`src/rtl/alu_result_buffer.sv`:
```
// rtl/alu_result_buffer.sv - FWFT result FIFO behind the 4-bit ALU with sticky overflow and illegal-opcode count
module alu_result_buffer #(
  parameter int DEPTH = 4,
  parameter int CNT_W = 8
) (
  input  logic                       clk,
  input  logic                       rst,
  input  logic                       in_valid,
  output logic                       in_ready,
  input  logic [7:0]                 in_out,
  input  logic                       in_carry_borrow,
  input  logic                       in_zero,
  input  logic                       in_parity,
  input  logic                       in_sign,
  input  logic                       in_overflow,
  input  logic [2:0]                 in_opcode,
  output logic                       out_valid,
  input  logic                       out_ready,
  output logic [7:0]                 out_data,
  output logic [4:0]                 out_flags,
  output logic [2:0]                 out_opcode,
  output logic [$clog2(DEPTH):0]     count,
  output logic                       sticky_overflow,
  input  logic                       sticky_clear,
  output logic [CNT_W-1:0]           illegal_count
);

  localparam int AW = $clog2(DEPTH);

  // Entry layout: {opcode[2:0], flags[4:0], data[7:0]}
  logic [15:0]      mem_q [DEPTH];
  logic [AW-1:0]    wr_ptr_q, wr_ptr_d;
  logic [AW-1:0]    rd_ptr_q, rd_ptr_d;
  logic [AW:0]      count_q, count_d;
  logic             sticky_q, sticky_d;
  logic [CNT_W-1:0] illegal_q, illegal_d;

  logic        full, empty, accept, legal, push, pop;
  logic [15:0] head;

  assign full   = (count_q == (AW+1)'(DEPTH));
  assign empty  = (count_q == '0);
  assign legal  = (in_opcode[2:1] == 2'b00);
  assign accept = in_valid && !full;
  assign push   = accept && legal;
  assign pop    = !empty && out_ready;

  always_comb begin
    wr_ptr_d  = wr_ptr_q;
    rd_ptr_d  = rd_ptr_q;
    count_d   = count_q;
    sticky_d  = sticky_q;
    illegal_d = illegal_q;
    if (push) wr_ptr_d = wr_ptr_q + AW'(1);
    if (pop)  rd_ptr_d = rd_ptr_q + AW'(1);
    if (push && !pop)      count_d = count_q + (AW+1)'(1);
    else if (pop && !push) count_d = count_q - (AW+1)'(1);
    // Set has priority over clear so a same-cycle overflow is never lost
    if (sticky_clear)             sticky_d = 1'b0;
    if (push && in_overflow)      sticky_d = 1'b1;
    if (accept && !legal && (illegal_q != {CNT_W{1'b1}}))
      illegal_d = illegal_q + CNT_W'(1);
  end

  always_ff @(posedge clk) begin
    if (rst) begin
      wr_ptr_q  <= '0;
      rd_ptr_q  <= '0;
      count_q   <= '0;
      sticky_q  <= 1'b0;
      illegal_q <= '0;
    end else begin
      wr_ptr_q  <= wr_ptr_d;
      rd_ptr_q  <= rd_ptr_d;
      count_q   <= count_d;
      sticky_q  <= sticky_d;
      illegal_q <= illegal_d;
    end
  end

  // Storage is deliberately left out of reset; validity is tracked by count_q
  always_ff @(posedge clk) begin
    if (!rst && push)
      mem_q[wr_ptr_q] <= {in_opcode, in_overflow, in_sign, in_parity, in_zero,
                          in_carry_borrow, in_out};
  end

  assign head            = empty ? 16'h0000 : mem_q[rd_ptr_q];
  assign in_ready        = !full;
  assign out_valid       = !empty;
  assign out_data        = head[7:0];
  assign out_flags       = head[12:8];
  assign out_opcode      = head[15:13];
  assign count           = count_q;
  assign sticky_overflow = sticky_q;
  assign illegal_count   = illegal_q;

endmodule

```
`config.mk`:
```
export PLATFORM = sky130hd
export DESIGN_NAME = alu_result_buffer
export DESIGN_NICKNAME = d
export VERILOG_FILES = /design/src/rtl/alu_result_buffer.sv
export SDC_FILE = /design/constraint.sdc
export NUM_CORES = 1
export LEC_CHECK = 0
export CAP_MARGIN = 0
export CORE_MARGIN = 5
export CORE_UTILIZATION = 48
export CTS_CLUSTER_DIAMETER = 100
export DETAILED_ROUTE_END_ITERATION = 16
export GPL_TIMING_DRIVEN = 1
export PLACE_DENSITY = 0.81
export SKIP_CTS_REPAIR_TIMING = 1
export SLEW_MARGIN = 20
export SYNTH_ARGS = -nofsm -noshare
export SYNTH_HDL_FRONTEND = slang
export SYNTH_SLANG_ARGS = --single-unit
```
`constraint.sdc`:
```
create_clock -name clk -period 2.2 [get_ports clk]
set_input_delay 0.44 -clock clk [delete_from_list [all_inputs] [get_ports clk]]
set_output_delay 0.44 -clock clk [all_outputs]
set_load 0.02 [all_outputs]
```
==> results.sh, run 1 <==
export IMPL_grt_pass1_vias=1929
export IMPL_grt_max_degree=19
export IMPL_cts_made_buffers=9
export IMPL_cp_required_ns=1.76
export IMPL_clockRootBuffer="clkbuf_8"
export IMPL_vias=1852
export IMPL_nFillCells=511
export IMPL_pwr_share_clk_pct=21.8
export IMPL_yosys_register_bits=82
export IMPL_place_ws_ns=-0.3350
export IMPL_avgSynthCellArea_sq_um=16.67
export IMPL_layout_common_cells="64 x edfxtp_1, 32 x clkdlybuf4s50_1, 17 x and2_1"
export IMPL_grt_pass1_wl_um=9694
export IMPL_dpl_hpwl_um=3951
export IMPL_rows=30
export IMPL_clkTransAtPathRegs_ns=0.07
export IMPL_endpoint_kind="primary output"
export IMPL_finalMaxSlewViolations=0
export IMPL_p_int_mw=3.240
export IMPL_worst_pin_slew_ns=0.3874
export IMPL_regArea_sq_um=2292
export IMPL_critPathLaunchType="register"
export IMPL_antenna_found_initial=0
export IMPL_combPwrFrac_pct=39.6
export IMPL_die_area_sq_um=8673
export IMPL_maxCapViolations=0
export IMPL_ys_seq_area_share_pct=68.80
export IMPL_cp_arrival_ns=1.69
export IMPL_drc=0
export IMPL_die_h_um=93.13
export IMPL_detail_route_wl_per_cell_um=16.83
export IMPL_h_tree_depth=3
export IMPL_routed_via_density=5.246
export IMPL_power_switching_mw=1.512
export IMPL_port_buffers=50
export IMPL_core_area_sq_um=6756
export IMPL_netlist_area_sq_um=3317
export IMPL_fp_dieW_um=93.13
export IMPL_clkLatencyLatePin_ns=0.34
export IMPL_finish_net_count=296
export IMPL_totalWireLength_um=5941
export IMPL_peakVddDrop_uv=774.0
export IMPL_worst_hold_slack_ns=0.5050
export IMPL_period_minus_slack_ns=2.130
export IMPL_path_class="reg2out"
export IMPL_syn_nets=227
export IMPL_fin_crit_sh_pct=96.84
export IMPL_multi_input_area_sq_um=997.2
export IMPL_fin_util_pct=63.04
export IMPL_hold_viol_final=0
export IMPL_setup_violations=0
export IMPL_tns_ns=0
export IMPL_ant_nets=0
export IMPL_io_pins=51
export IMPL_grt_overflow_total=0
export IMPL_yosys_warnings=0
export IMPL_swShare_pct=31.81
export IMPL_ys_types=30
export IMPL_dpl_cell_area_sq_um=4064
export IMPL_skew_ns=0.009606
export IMPL_cts_buffer_depth=2
export IMPL_fin_ws_ns=0.06952
export IMPL_final_common_cell="edfxtp_1"
export IMPL_status="complete, no violations"
export IMPL_start_util_pct=49.09
export IMPL_place_gp_congestion=0.8363
export IMPL_drt_first_pass_iters=4
export IMPL_power_frac_seq_pct=38.6
export IMPL_antennaDiodeCount=0
export IMPL_cts_tree="done"
export IMPL_p_per_area_nw_per_um2=1116
export IMPL_drive_gt1_share_pct=30.04
export IMPL_clock_sinks=82
export IMPL_max_freq_mhz=469.4
export IMPL_hold_class="in2reg"
export IMPL_cellLeakagePower_nw=1.479
export IMPL_critical_path_peak_fanout=8
export IMPL_syn2layout_area_growth_pct=28.40
export IMPL_post_route_cell_area_sq_um=4259
export IMPL_drtIter0Drc=95
export IMPL_slew_headroom_pct=74.10
export IMPL_grt_usage_pct=14.70
export IMPL_synthCells=199
[cells by family (layout without fill, tap and decap cells)]
logic type      after synthesis  count (layout)  synth area share, %
fa+ha+maj                     7               7                2.867
mux                          19              19                11.77
xor+xnor                      6               6                1.584
compound gates               17              17                2.867
flops                        82              82                68.80
buf+inv                      14              88                2.565
simple gates                 54              54                9.544
[sequential cells by signal, indices dropped and copies added (netlist names), named ones only]
signal,cells
rd_ptr_q,2
wr_ptr_q,2
count,3
mem_q,64
sticky_overflow,1
illegal_count,8
[power by group through the flow]
| stage | Clock [mW] | Combinational (mW) | Sequential, mW |
|---|---|---|---|
| floorplan | 0 | 1.14 | 1.89 |
| global placement | 0 | 1.94 | 1.85 |
| detailed placement | 0 | 1.95 | 1.85 |
| CTS | 1.07 | 1.96 | 1.82 |
| global route | 1.16 | 2.06 | 1.85 |
| finish | 1.04 | 1.88 | 1.83 |
[per-layer routing]
metal / share of wire, % / track usage (%)
met4: 0.42 / 5.128
met5: 0 / 0
met1: 45 / 19.85
met3: 5.7 / 4.264
met2: 49 / 22.86
[synthesized netlist by cell type]
master | n | area, sq um
fa_1 | 1 | 20.02
o211ai_2 | 1 | 12.51
buf_6 | 4 | 45.04
or3_2 | 1 | 7.510
a21oi_1 | 8 | 40.04
nor2b_1 | 1 | 6.260
edfxtp_1 | 64 | 1922
nor2b_4 | 1 | 13.76
buf_1 | 1 | 3.750
buf_2 | 2 | 10.01
inv_1 | 4 | 15.01
or3b_4 | 1 | 11.26
mux2i_1 | 3 | 30.03
nor2_1 | 11 | 41.29
or2_2 | 1 | 6.260
mux4_2 | 16 | 360.4
nand2_1 | 3 | 11.26
dfxtp_1 | 18 | 360.4
and2_1 | 20 | 125.1
ha_1 | 6 | 75.07
and3_1 | 1 | 6.260
and4_1 | 2 | 17.52
xor2_1 | 5 | 43.79
o21a_1 | 1 | 7.510
or3_1 | 7 | 43.79
nand4_1 | 1 | 6.260
clkbuf_1 | 3 | 11.26
o21ai_0 | 7 | 35.03
xnor2_1 | 1 | 8.760
nand3_1 | 4 | 20.02
[stage by stage]
| stage | instances | power, mW |
|---|---|---|
| after CTS | 350 | 4.849 |
| after global routing | 353 | 5.067 |
| after floorplan | 199 | 3.029 |
| final | 353 | 4.752 |
| after global placement | 334 | 3.782 |
| after detailed placement | 334 | 3.807 |
[worst paths after layout]
| kind | slack (ns) | from | cells past startpoint | endpoint |
|---|---|---|---|---|
| worst max-delay path | 0.07 | register | 4 | out_flags[4] |
| worst min-delay path | 0.51 | in_opcode[2] | 2 | mem_q[2][15] |
| worst max register to register | 0.16 | count[2] | 8 | count[2] |
| worst min register to register | 0.52 | illegal_count[7] | 2 | illegal_count[7] |
[layout make-up]
type	instances	area share, %
clock buffer	11	3.085
clock inverter	5	1.469
inverter	4	0.3525
multi-input combinational	103	23.41
sequential	82	53.82
tap	80	2.350
timing repair buffer	68	15.51
[critical path, cell delays in order (launching register included)]
cell and delay [ns]:
dfxtp_4 0.38, clkbuf_16 0.17, mux4_2 0.49, and2_4 0.17, buf_4 0.15
(Power assumes the default switching activity.)
==> run 2: changes to the inputs <==
--- a/config.mk
+++ b/config.mk
@@ -11,9 +11,9 @@
 export CTS_CLUSTER_DIAMETER = 100
 export DETAILED_ROUTE_END_ITERATION = 16
 export GPL_TIMING_DRIVEN = 1
-export PLACE_DENSITY = 0.81
+export PLACE_DENSITY = 0.71
 export SKIP_CTS_REPAIR_TIMING = 1
-export SLEW_MARGIN = 20
+export SLEW_MARGIN = 15
 export SYNTH_ARGS = -nofsm -noshare
 export SYNTH_HDL_FRONTEND = slang
 export SYNTH_SLANG_ARGS = --single-unit
==> run 2 against run 1 <==
Combinational power fell by 5%. Flip-flop and latch count did not move. Die area did not move. Non-clock buffer count rose by 3. Critical path type unchanged. Largest power group is now sequential cells.
==> results.sh, run 2 (synthesized netlist as in run 1, its figures left out) <==
export IMPL_hold_class="reg2reg"
export IMPL_path_class="reg2out"
export IMPL_clock_sinks=82
export IMPL_max_freq_mhz=471.7
export IMPL_worst_pin_slew_ns=0.5332
export IMPL_cts_buffer_depth=2
export IMPL_fin_cells=356
export IMPL_die_h_um=93.13
export IMPL_io_pins=51
export IMPL_cpMaxStageDelayCell="mux4_2"
export IMPL_critPathLaunchType="register"
export IMPL_place_gp_congestion=0.7320
export IMPL_largest_reg_flops=64
export IMPL_slew_headroom_pct=64.35
export IMPL_nFillCells=505
export IMPL_grt_overflow_total=0
export IMPL_clockRootBuffer="clkbuf_8"
export IMPL_syn2layout_area_growth_pct=30.29
export IMPL_skew_ns=0.008127
export IMPL_cts_tree="done"
export IMPL_drive_gt1_share_pct=30.07
export IMPL_finalMaxSlewViolations=0
export IMPL_r2r_start="count[2]"
export IMPL_drt_first_pass_iters=4
export IMPL_grt_usage_pct=13.44
export IMPL_maxCapViolations=0
export IMPL_h_tree_depth=3
export IMPL_antenna_found_initial=0
export IMPL_rows=30
export IMPL_numPlacedInstances=338
export IMPL_fin_crit_sh_pct=96.37
export IMPL_grt_pass1_wl_um=8887
export IMPL_finish_net_count=299
export IMPL_period_minus_slack_ns=2.120
export IMPL_critPathTopFamily="multiplexers"
export IMPL_detail_route_wl_per_cell_um=15.91
export IMPL_clkLatencyLatePin_ns=0.34
export IMPL_ant_nets=0
export IMPL_p_per_area_nw_per_um2=1163
export IMPL_cts_made_buffers=9
export IMPL_drc=0
export IMPL_fp_dieW_um=93.13
export IMPL_hold_viol_final=0
export IMPL_fin_util_pct=63.96
export IMPL_rsz0062_at_grt="false"
export IMPL_min_delay_start="illegal_count[6]"
export IMPL_port_buffers=50
export IMPL_dpl_hpwl_um=3833
export IMPL_peakVddDrop_uv=678.7
export IMPL_layout_common_cells="64 x edfxtp_1, 32 x clkdlybuf4s50_1, 20 x and2_1"
export IMPL_routed_via_density=5.270
export IMPL_crit_buf_inv=2
export IMPL_drtIter0Drc=86
export IMPL_totalWireLength_um=5665
export IMPL_cp_arrival_ns=1.68
export IMPL_grt_pass1_vias=1842
export IMPL_setup_violations=0
export IMPL_fin_ws_ns=0.07986
export IMPL_antennaDiodeCount=0
export IMPL_die_area_sq_um=8673
export IMPL_place_ws_ns=-0.3258
export IMPL_cp_cell_sequence="buf_12 -> mux4_2 -> and2_1 -> clkbuf_2"
export IMPL_start_util_pct=49.09
export IMPL_cp_required_ns=1.76
export IMPL_grt_max_degree=19
export IMPL_critical_path_peak_fanout=7
export IMPL_cellLeakagePower_nw=1.524
export IMPL_clkTransAtPathRegs_ns=0.08
export IMPL_endpoint_kind="primary output"
export IMPL_status="complete, no violations"
export IMPL_cpPeakStageDelay_ns=0.50
export IMPL_final_common_cell="edfxtp_1"
export IMPL_core_area_sq_um=6756
export IMPL_vias=1876
export IMPL_largest_register="mem_q"
==> run 2: path summary, 6_finish.rpt <==
check / end / slack [ns] / cells after the start
max: out_flags[2] / 0.08 / 4
max reg2reg: count[2] / 0.09 / 8
min: illegal_count[6] / 0.51 / 2
min reg2reg: illegal_count[6] / 0.51 / 2
==> run 2: cell type report <==
class                           count  area (sq um)  share of cell area (%)
Clock buffer                       10         127.6                   2.953
Clock inverter                      6         137.6                   3.185
Inverter                            4         15.01                  0.3474
Multi-Input combinational cell    103         985.9                   22.81
Tap cell                           80         100.1                   2.316
Sequential cell                    82          2292                   53.04
Timing Repair Buffer               71         663.1                   15.34
==> run 2: worst register-to-register path: stages (launching register included) <==
cell	delay [ns]
dfxtp_4	0.36
or3_4	0.40
nand2_4	0.09
ha_4	0.13
inv_1	0.05
fa_2	0.33
xor2_1	0.15
or3_2	0.42
a21oi_2	0.12
==> run 2: per-layer routing <==
| layer | up-vias | GRT usage, % | part of all wire [%] |
|---|---|---|---|
| li1 | 896 | - | - |
| met4 | 0 | 5.861 | 1.0 |
| met5 | - | 0 | 0 |
| met1 | 908 | 18.57 | 47 |
| met3 | 7 | 2.896 | 5.1 |
| met2 | 65 | 20.64 | 47 |
==> run 2: metrics by stage <==
stage               power, mW  hold slack, ns  cell area (sq um)  setup TNS [ns]
floorplan               3.029          0.4847               3356               0
global placement        3.791          0.4923               4081          -1.730
detailed placement      3.797          0.4948               4081          -3.112
CTS                     5.190          0.5110               4347          -5.849
global route            5.281          0.5121               4322               0
finish                  5.025          0.5095               4322               0
==> run 2: where the power goes <==
group / leakage (nW) / total [mW] / internal (mW) / switching [mW]
Combinational: 0.668 / 1.79 / 0.886 / 0.907
Clock: 0.131 / 1.39 / 0.875 / 0.514
Sequential: 0.725 / 1.84 / 1.76 / 0.0795
